**config.mk**
```make
export PLATFORM = sky130hd
export DESIGN_NAME = key_strobe_gen
export DESIGN_NICKNAME = d
export VERILOG_FILES = /design/src/rtl/key_strobe_gen.sv
export SDC_FILE = /design/constraint.sdc
export NUM_CORES = 1
export LEC_CHECK = 0
export ABC_AREA = 1
export CORE_AREA = 5 5 42 44
export DETAILED_ROUTE_END_ITERATION = 16
export DIE_AREA = 0 0 47 49
export SETUP_SLACK_MARGIN = 0.1
export SYNTH_ARGS = -nofsm -noshare
export SYNTH_HDL_FRONTEND = slang
export SYNTH_SLANG_ARGS = --single-unit
```
**constraint.sdc**
```tcl
create_clock -name clk -period 2.8 [get_ports clk]
set_input_delay 0.42 -clock clk [delete_from_list [all_inputs] [get_ports clk]]
set_output_delay 0.42 -clock clk [all_outputs]
set_load 0.005 [all_outputs]
```
**src/rtl/key_strobe_gen.sv**
```systemverilog
// Key conditioner and clock-enable generator: synchronizes and debounces a raw key,
// emits a press pulse, and strobes en every STROBE_DIV cycles. Build option KEY_STROBE_STEP_EN.
module key_strobe_gen #(
    parameter int STROBE_DIV      = 8,
    parameter int DEBOUNCE_CYCLES = 4
) (
    input  logic clk,
    input  logic reset,
    input  logic key_raw,
    output logic a,
    output logic en,
    output logic key_press
);

    localparam int PW = (STROBE_DIV > 1) ? $clog2(STROBE_DIV) : 1;
    localparam int DW = (DEBOUNCE_CYCLES > 1) ? $clog2(DEBOUNCE_CYCLES) : 1;
    localparam logic [PW-1:0] PRE_MAX = PW'(STROBE_DIV - 1);
    localparam logic [DW-1:0] DB_MAX  = DW'(DEBOUNCE_CYCLES - 1);

    logic          sync1;
    logic          key_s;
    logic [PW-1:0] pre;
    logic [DW-1:0] db_cnt;
    logic          accept;
    logic          press_next;
    logic          strobe_next;
    logic          en_next;

    // A changed level is taken once it has been seen on DEBOUNCE_CYCLES consecutive edges.
    assign accept      = (key_s != a) && (db_cnt == DB_MAX);
    assign press_next  = accept && key_s;
    assign strobe_next = (pre == PRE_MAX);

`ifdef KEY_STROBE_STEP_EN
    // Each accepted press also advances the downstream FSM by one step.
    assign en_next = strobe_next | press_next;
`else
    assign en_next = strobe_next;
`endif

    always_ff @(posedge clk or negedge reset) begin
        if (!reset) begin
            sync1     <= 1'b0;
            key_s     <= 1'b0;
            a         <= 1'b0;
            db_cnt    <= '0;
            key_press <= 1'b0;
            en        <= 1'b0;
            pre       <= '0;
        end else begin
            sync1 <= key_raw;
            key_s <= sync1;

            if (key_s == a) begin
                db_cnt <= '0;
            end else if (accept) begin
                a      <= key_s;
                db_cnt <= '0;
            end else begin
                db_cnt <= db_cnt + DW'(1);
            end

            key_press <= press_next;
            en        <= en_next;

            // en is registered from the prescaler value, so it lands one cycle after the wrap
            // value and the first pulse falls on the STROBE_DIV-th cycle after release.
            if (strobe_next) pre <= '0;
            else             pre <= pre + PW'(1);
        end
    end

endmodule

```
==> results.txt, run 1 <==
The leakage power total is 0.231 nW. The overall power of the completed layout is 366 uW. The worst register-to-register path begins at pre[0]. The worst setup path is of the flip-flop to output port kind. The number of levels in the clock H-tree is 1. The initial antenna violation count came out at 0. The data arrival at the endpoint of the critical path is 1.15 ns. The number of register bits inferred by synthesis is 10. Measured along the x axis, the die boundary spans 47 um.

The number of antenna cells inserted came out at 0. The sequential share of power came out at 0.485. The total of warnings raised by yosys came out at 0. The synthesized area is 340 um^2. By instance count, the leading cell after synthesis is dfrtp_1.

Routability-driven placement finished with a final weighted congestion of 0.658. The die covers 0.00230 mm^2. Of all cell types, the one taking the most synthesized area is dfrtp_1. Setup violations remaining at the end of the flow were counted as 0. The worst setup path is launched from a flip-flop. In this run the worst hold path is classified as flip-flop to flip-flop. The top-level I/O count came out at 6.

The switching power share of the total is 0.241. The capturing point of the worst reg2reg path is pre[2]. The largest individual stage delay along the critical path comes from the cell clkdlybuf4s50_1. The critical path depth came out at 1.

Dividing the detail-routed via count by the number of cells gives 3.86. The number of failing hold endpoints at the final stage came to 0. The setup slack on the worst flop-to-flop path came out at 1.85 ns. The highest clock frequency the design can meet came out at 638 MHz. At the pin with the least slew margin, the transition time is 0.426 ns. Compared with the post-synthesis result, the final layout area differs by 31.3%. The average wire length per cell after detail routing came out at 9.00 um. When the netlist entered floorplanning its net count stood at 32. The mean instance size in the synthesized netlist came out at 13.1 um^2. After synthesis, the cell types taking the most area are dfrtp_1 (74%), ha_1 (11%), nand2_1 (4.4%). The later pin in the worst-skew pair is clocked with a latency of 0.26 ns.

Sorting the synthesized cells by how often they occur yields dfrtp_1 (10), nand2_1 (4), nor2_1 (4). Traced cell by cell, the critical path runs through clkdlybuf4s50_1. For this design, the sink count on the clock tree is 10. The max capacitance violation total is 0.

The logic gate share of total power came out at 0.168. The share of the Yosys chip area taken by registers is 0.735. The setup fix buffers added after clock tree synthesis is 0. The setup TNS after final layout came out at 0 ns. The number of distinct library cell variants in the gate-level netlist after synthesis is 7.

The flow ran to the end, and the final reports show no timing, DRC or antenna violations. The final wirelength is 459 um. The count of buffers inserted at the top-level ports came out at 5.

The fraction of power consumed by the clock network is 0.347. The die is 49 um tall. The area of the core came out at 0.00140 mm^2. Among all flip-flop cells after synthesis, the most frequent one is dfrtp_1.

The synthesized instance count is 26. The number of vias in the routed layout is 197. The hold buffer count at CTS came out at 0. On the critical path the largest part of the delay comes from buffers and inverters. Across every metal layer, demand over resource in global routing totals 0.0614. The highest net fanout along the worst path is 4.

The worst setup path is captured at an output port. The final critical delay including setup and external delays is 1.57 ns. The number of gates resized after CTS is 0.

The worst setup skew after layout came out at 0.000531 ns. The first global-routing pass estimated 959 um of wire. The switching power is 88.1 uW. The top-area cell type share of the netlist area came out at 0.735. TritonCTS built the clock tree. The most critical setup path has its endpoint at a.

The total internal power came out at 278 uW. The worst pin sits at a relative slew slack of 0.715. The count of cells along the worst register-to-register path is 2. The number of routed nets with antenna violations is 0.

Setup repair after global routing left no endpoint under its margin. The proportion of synthesized flip-flops having asynchronous set or reset came out at 1.00. The number of remaining DRC errors came out at 0. The synthesized design contains 0 enable-type register cells.

On the worst path, the slowest cell contributes a delay of 0.51 ns. The root buffer selected by CTS is clkbuf_4. For this design the ratio of total power to cell area is 819 mW/mm^2. The number of slew-limit violations in the final report was 0. The ratio of cells with drive above 1 in the final layout is 0.114. The clock slew at the register clock pins of the worst setup and hold paths came out at 0.06 ns. The number of global-route vias before repair is 233.

Entering global routing, the biggest net connects 11 pins. TritonCTS created 3 clock buffers. The number of placement rows came out at 14. The worst IR drop on VDD is 0.358 mV.

The initial DRC count came out at 0. The buffering stage count on the worst path with inverters included is 1. The net count reported at finish is 42. For this configuration, the core starts out at a cell density of 0.243. The most critical setup path has its startpoint at a. The fraction of the cycle the final worst path needs came out at 0.559. The aggregate global routing overflow came out at 0.

Data on the critical path is required at its endpoint by 2.38 ns. The buffer depth of the longest clock path came out at 2. For this run, the detailed router's first-pass iteration total came to 1.
## routing by layer
| layer | up-vias | share of wire | routed length, um | GRT usage |
|---|---|---|---|---|
| li1 | 98 | - | - | - |
| met1 | 88 | 0.45 | 208 | 0.0782 |
| met2 | 9 | 0.40 | 182 | 0.0701 |
| met3 | 2 | 0.13 | 59 | 0.0443 |
| met4 | 0 | 0.022 | 10 | 0.0415 |
| met5 | - | 0 | 0 | 0 |
## stage by stage
stage	setup slack, ns	utilization	instance area [um^2]	instances	hold WS, ns
5_1_grt	1.18	0.319	447	51	0.350
2_1_floorplan	1.88	-	340	26	0.124
3_3_place_gp	1.52	0.293	410	47	0.332
3_5_place_dp	1.51	0.293	410	47	0.335
4_1_cts	1.22	0.319	447	51	0.350
6_report	1.23	0.319	447	51	0.348
## final cells by class
| type | instances | area, um^2 |
|---|---|---|
| inverters | 3 | 11.3 |
| clock buffers | 4 | 36.3 |
| fillers | 146 | 955 |
| well taps | 16 | 20.0 |
| flip-flops and latches | 10 | 250 |
| repair buffers | 5 | 50.0 |
| multi-input cells | 13 | 78.8 |
## kinds of logic after synthesis
logic type,synth area share
flip-flops,0.735
AND/OR/NAND/NOR,0.107
buffers and inverters,0.0331
adder cells (fa/ha/maj),0.110
AO/OA/AOI/OAI,0.0147
## state kept, by name, indices dropped and copies added, names as in the netlist
signal     count
db_cnt         2
pre            3
en             1
sync1          1
key_press      1
key_s          1
a              1
## cells in the final DEF, fill, tap and decap left out
master	n
o21ai_0	1
ha_1	3
or2_0	1
inv_1	3
nand2_1	4
clkdlybuf4s50_1	5
nor2_1	4
clkbuf_4	3
clkbuf_8	1
dfrtp_1	10
## worst min path at each step
| stage | startpoint | end | slack, ns | cells after the start |
|---|---|---|---|---|
| after floorplan | reset | a | 0.12 | 0 |
| after global placement | sync1 | key_s | 0.33 | 0 |
| after detailed placement | sync1 | key_s | 0.33 | 0 |
| after CTS | sync1 | key_s | 0.35 | 0 |
| after global routing | sync1 | key_s | 0.35 | 0 |
| final | sync1 | key_s | 0.35 | 0 |
## power groups by stage
| stage | combinational [mW] | sequential [mW] | clock, mW |
|---|---|---|---|
| finish | 0.0615 | 0.177 | 0.127 |
| global route | 0.0766 | 0.181 | 0.138 |
| CTS | 0.0636 | 0.178 | 0.132 |
| detailed placement | 0.0633 | 0.181 | 0 |
| global placement | 0.0609 | 0.179 | 0 |
| floorplan | 0.0347 | 0.179 | 0 |
Note: power is estimated with default switching activity, not from simulation.
==> run 2: changes to the inputs <==
Clock period 2.8 ns to 1.6 ns, I/O delays scaled along.
==> results.txt, run 2 (synthesis gave the netlist of run 1 again) <==
The clock sink total is 10 (unchanged). The launch point of the worst reg-to-reg path is pre[0] (unchanged). The biggest cell delay along the critical path is 0.51 ns (about the same).

The setup TNS after final layout came out at 0 ns (unchanged). The root buffer selected by CTS was clkbuf_4 (unchanged). The setup fix buffers added after clock tree synthesis is 0 (unchanged).

Leading registers by flop count: pre (3), db_cnt (2) (unchanged). The layer carrying the most global-route usage is met1 (unchanged). The worst endpoint required time came out at 1.36 ns (was 2.38 ns). The setup slack on the worst flop-to-flop path came out at 0.64 ns (was 1.85 ns). The type of destination of the critical path is an output port (unchanged). The met1 global-route usage is 0.0803 (was 0.0782).

The post-detailed-route via-to-cell ratio came out at 3.86 (unchanged). The total power density per cell area came out at 1430 mW/mm^2 (was 819 mW/mm^2). The most frequent standard cell in the layout excluding fill and tap cells was dfrtp_1 (unchanged).

The number of placement rows is 14 (unchanged). The count of buffers inserted at the top-level ports is 5 (unchanged). The clock insertion delay at the later pin of the skew report is 0.26 ns (about the same). The logic gate share of total power came to 0.167 (was 0.168). The worst IR drop on VDD is 0.500 mV (was 0.358 mV). The total internal power came out at 485 uW (was 278 uW). The hold buffer count at CTS came to 0 (unchanged). The data arrival at the endpoint of the critical path is 1.16 ns (was 1.15 ns).

The width of the chip is 47 um (unchanged). The met2 routing resource usage after global routing is 0.0611 (was 0.0701). The relative max-transition margin came out at 0.713 (was 0.715). The weighted congestion at the end of routability-driven global placement came to 0.658 (about the same). The floorplan die height came out at 49 um (unchanged). The count of cells along the worst register-to-register path was 3 (was 2). The initial antenna violation count came out at 0 (unchanged). The highest clock frequency the design can meet came out at 714 MHz.

The number of routed nets with antenna violations is 0 (unchanged). The slowest cell on the critical path is clkdlybuf4s50_1 (unchanged). The capturing point of the worst reg2reg path is pre[0] (was pre[2]). The clock slew at the register clock pins of the worst setup and hold paths is 0.06 ns (about the same). The final wirelength is 449 um (was 459 um). The fraction of power consumed by the clock network is 0.344 (was 0.347). The maximum number of pins on one net before global-route repair came out at 11 (unchanged). The flip-flop count of the largest register after layout came out at 3 (unchanged). The number of levels in the clock H-tree came out at 1 (unchanged). The type of origin of the critical path is a flip-flop (unchanged). The aggregate global routing overflow came out at 0 (unchanged). The global routing usage summed across all routing layers was 0.0571 (was 0.0614). The number of failing hold endpoints at the final stage came out at 0 (unchanged). The cell class contributing the biggest share of worst-path delay was buffers and inverters (unchanged). The number of optimization iterations in the first detailed-route pass is 1 (unchanged). The worst hold-check path type is primary input to async pin (was flip-flop to flip-flop). Setup repair after global routing missed its margin: false (unchanged). The final hold slack came out at 0.286 ns (was 0.348 ns). The number of vias in the routed layout is 197 (unchanged). The clock tree from TritonCTS is yes (unchanged). The buffering stage count on the worst path with inverters included was 1 (unchanged). The area of the core was 0.00140 mm^2 (unchanged). The number of remaining DRC errors is 0 (unchanged). The classification of the worst setup path is flip-flop to output port (unchanged). The buffer depth of the longest clock path was 2 (unchanged).

The post-place instance area came out at 410 um^2 (unchanged). The average wire length per cell after detail routing came out at 8.80 um (was 9.00 um). The top-level I/O count came out at 6 (unchanged).

The largest register by flop count is pre (unchanged). The met3 capacity usage during global routing is 0.0443 (unchanged). The max capacitance violation total came to 0 (unchanged). The die area is 0.00230 mm^2 (unchanged). The ratio of cells with drive above 1 in the final layout is 0.114 (unchanged). The final number of setup-violating endpoints came out at 0 (unchanged). The starting density of the core came out at 0.243 (unchanged). The initial DRC count is 0 (unchanged). Highest-count cells in the layout ignoring fill and taps: dfrtp_1 (10), clkdlybuf4s50_1 (5), nor2_1 (4), nand2_1 (4) (unchanged). The wire length of the first global-routing pass was 903 um (was 959 um).

The utilization of the core after routing was 0.319 (unchanged). The area of all placed cells without fillers is 447 um^2 (unchanged). Status: finished clean (unchanged). The switching power share of the total is 0.239 (was 0.241). The transition at the pin with the smallest max-transition slack is 0.429 ns (was 0.426 ns). The number of gates resized after CTS is 0 (unchanged). The total CTS buffers came out at 3 (unchanged). The final critical delay including setup and external delays is 1.40 ns. The number of global-route vias before repair came to 215 (was 233).

The fraction of the cycle the final worst path needs came out at 0.875. The number of slew-limit violations in the final report came to 0 (unchanged). The growth of design area from synthesis to finish is 31.3% (unchanged). The highest net fanout along the worst path is 4 (unchanged).

The net count reported at finish came to 42 (unchanged). The leakage power total came out at 0.231 nW (unchanged). The estimated wirelength of the detail-placed design came out at 349 um. The switching power came out at 152 uW (was 88.1 uW).

The number of antenna cells inserted came out at 0 (unchanged). The worst setup skew after layout came out at 0.00152 ns (was 0.000531 ns). CP Cell Sequence: clkdlybuf4s50_1 (unchanged).

The sequential share of power was 0.489 (was 0.485).
[run 2: cell counts in the layout (fill, tap and decap cells not counted)]
Identical to the previous run, type by type.
[run 2: cell type report]
type | count | area [um^2]
well taps | 16 | 20.0
multi-input cells | 13 | 78.8
flip-flops and latches | 10 | 250
inverters | 3 | 11.3
repair buffers | 5 | 50.0
fillers | 147 | 955
clock buffers | 4 | 36.3
[run 2: per-layer routing]
| metal | vias up | share of wire |
|---|---|---|
| li1 | 100 | - |
| met1 | 89 | 0.50 |
| met2 | 8 | 0.38 |
| met3 | 0 | 0.12 |
| met4 | 0 | 0 |
| met5 | - | 0 |
[run 2: per-stage QoR]
stage	worst slack (ns)	power [mW]	cells
6_report	0.200	0.637	51
5_1_grt	0.135	0.691	51
4_1_cts	0.183	0.654	51
3_5_place_dp	0.477	0.427	47
3_3_place_gp	0.502	0.420	47
2_1_floorplan	0.676	0.375	26
[run 2: power groups by stage]
| stage | Combinational, mW | Sequential (mW) | Clock [mW] |
|---|---|---|---|
| floorplan | 0.0607 | 0.314 | 0 |
| CTS | 0.111 | 0.312 | 0.232 |
| global placement | 0.107 | 0.313 | 0 |
| finish | 0.107 | 0.312 | 0.219 |
| detailed placement | 0.110 | 0.317 | 0 |
| global route | 0.134 | 0.317 | 0.240 |
[run 2: worst max-delay path by stage]
| stage | startpoint | to | slack (ns) | cells past startpoint |
|---|---|---|---|---|
| 3_3_place_gp | a | a | 0.50 | 1 |
| 4_1_cts | a | a | 0.18 | 1 |
| 5_1_grt | a | a | 0.14 | 1 |
| 3_5_place_dp | a | a | 0.48 | 1 |
| 6_report | a | a | 0.20 | 1 |
| 2_1_floorplan | pre[0] | pre[2] | 0.68 | 2 |
==> run 3: changes to the inputs <==
Settings changed: REMOVE_ABC_BUFFERS set to 1.
==> results of run 3 <==
Final layout, timing and power as in run 2 (identical DEF).
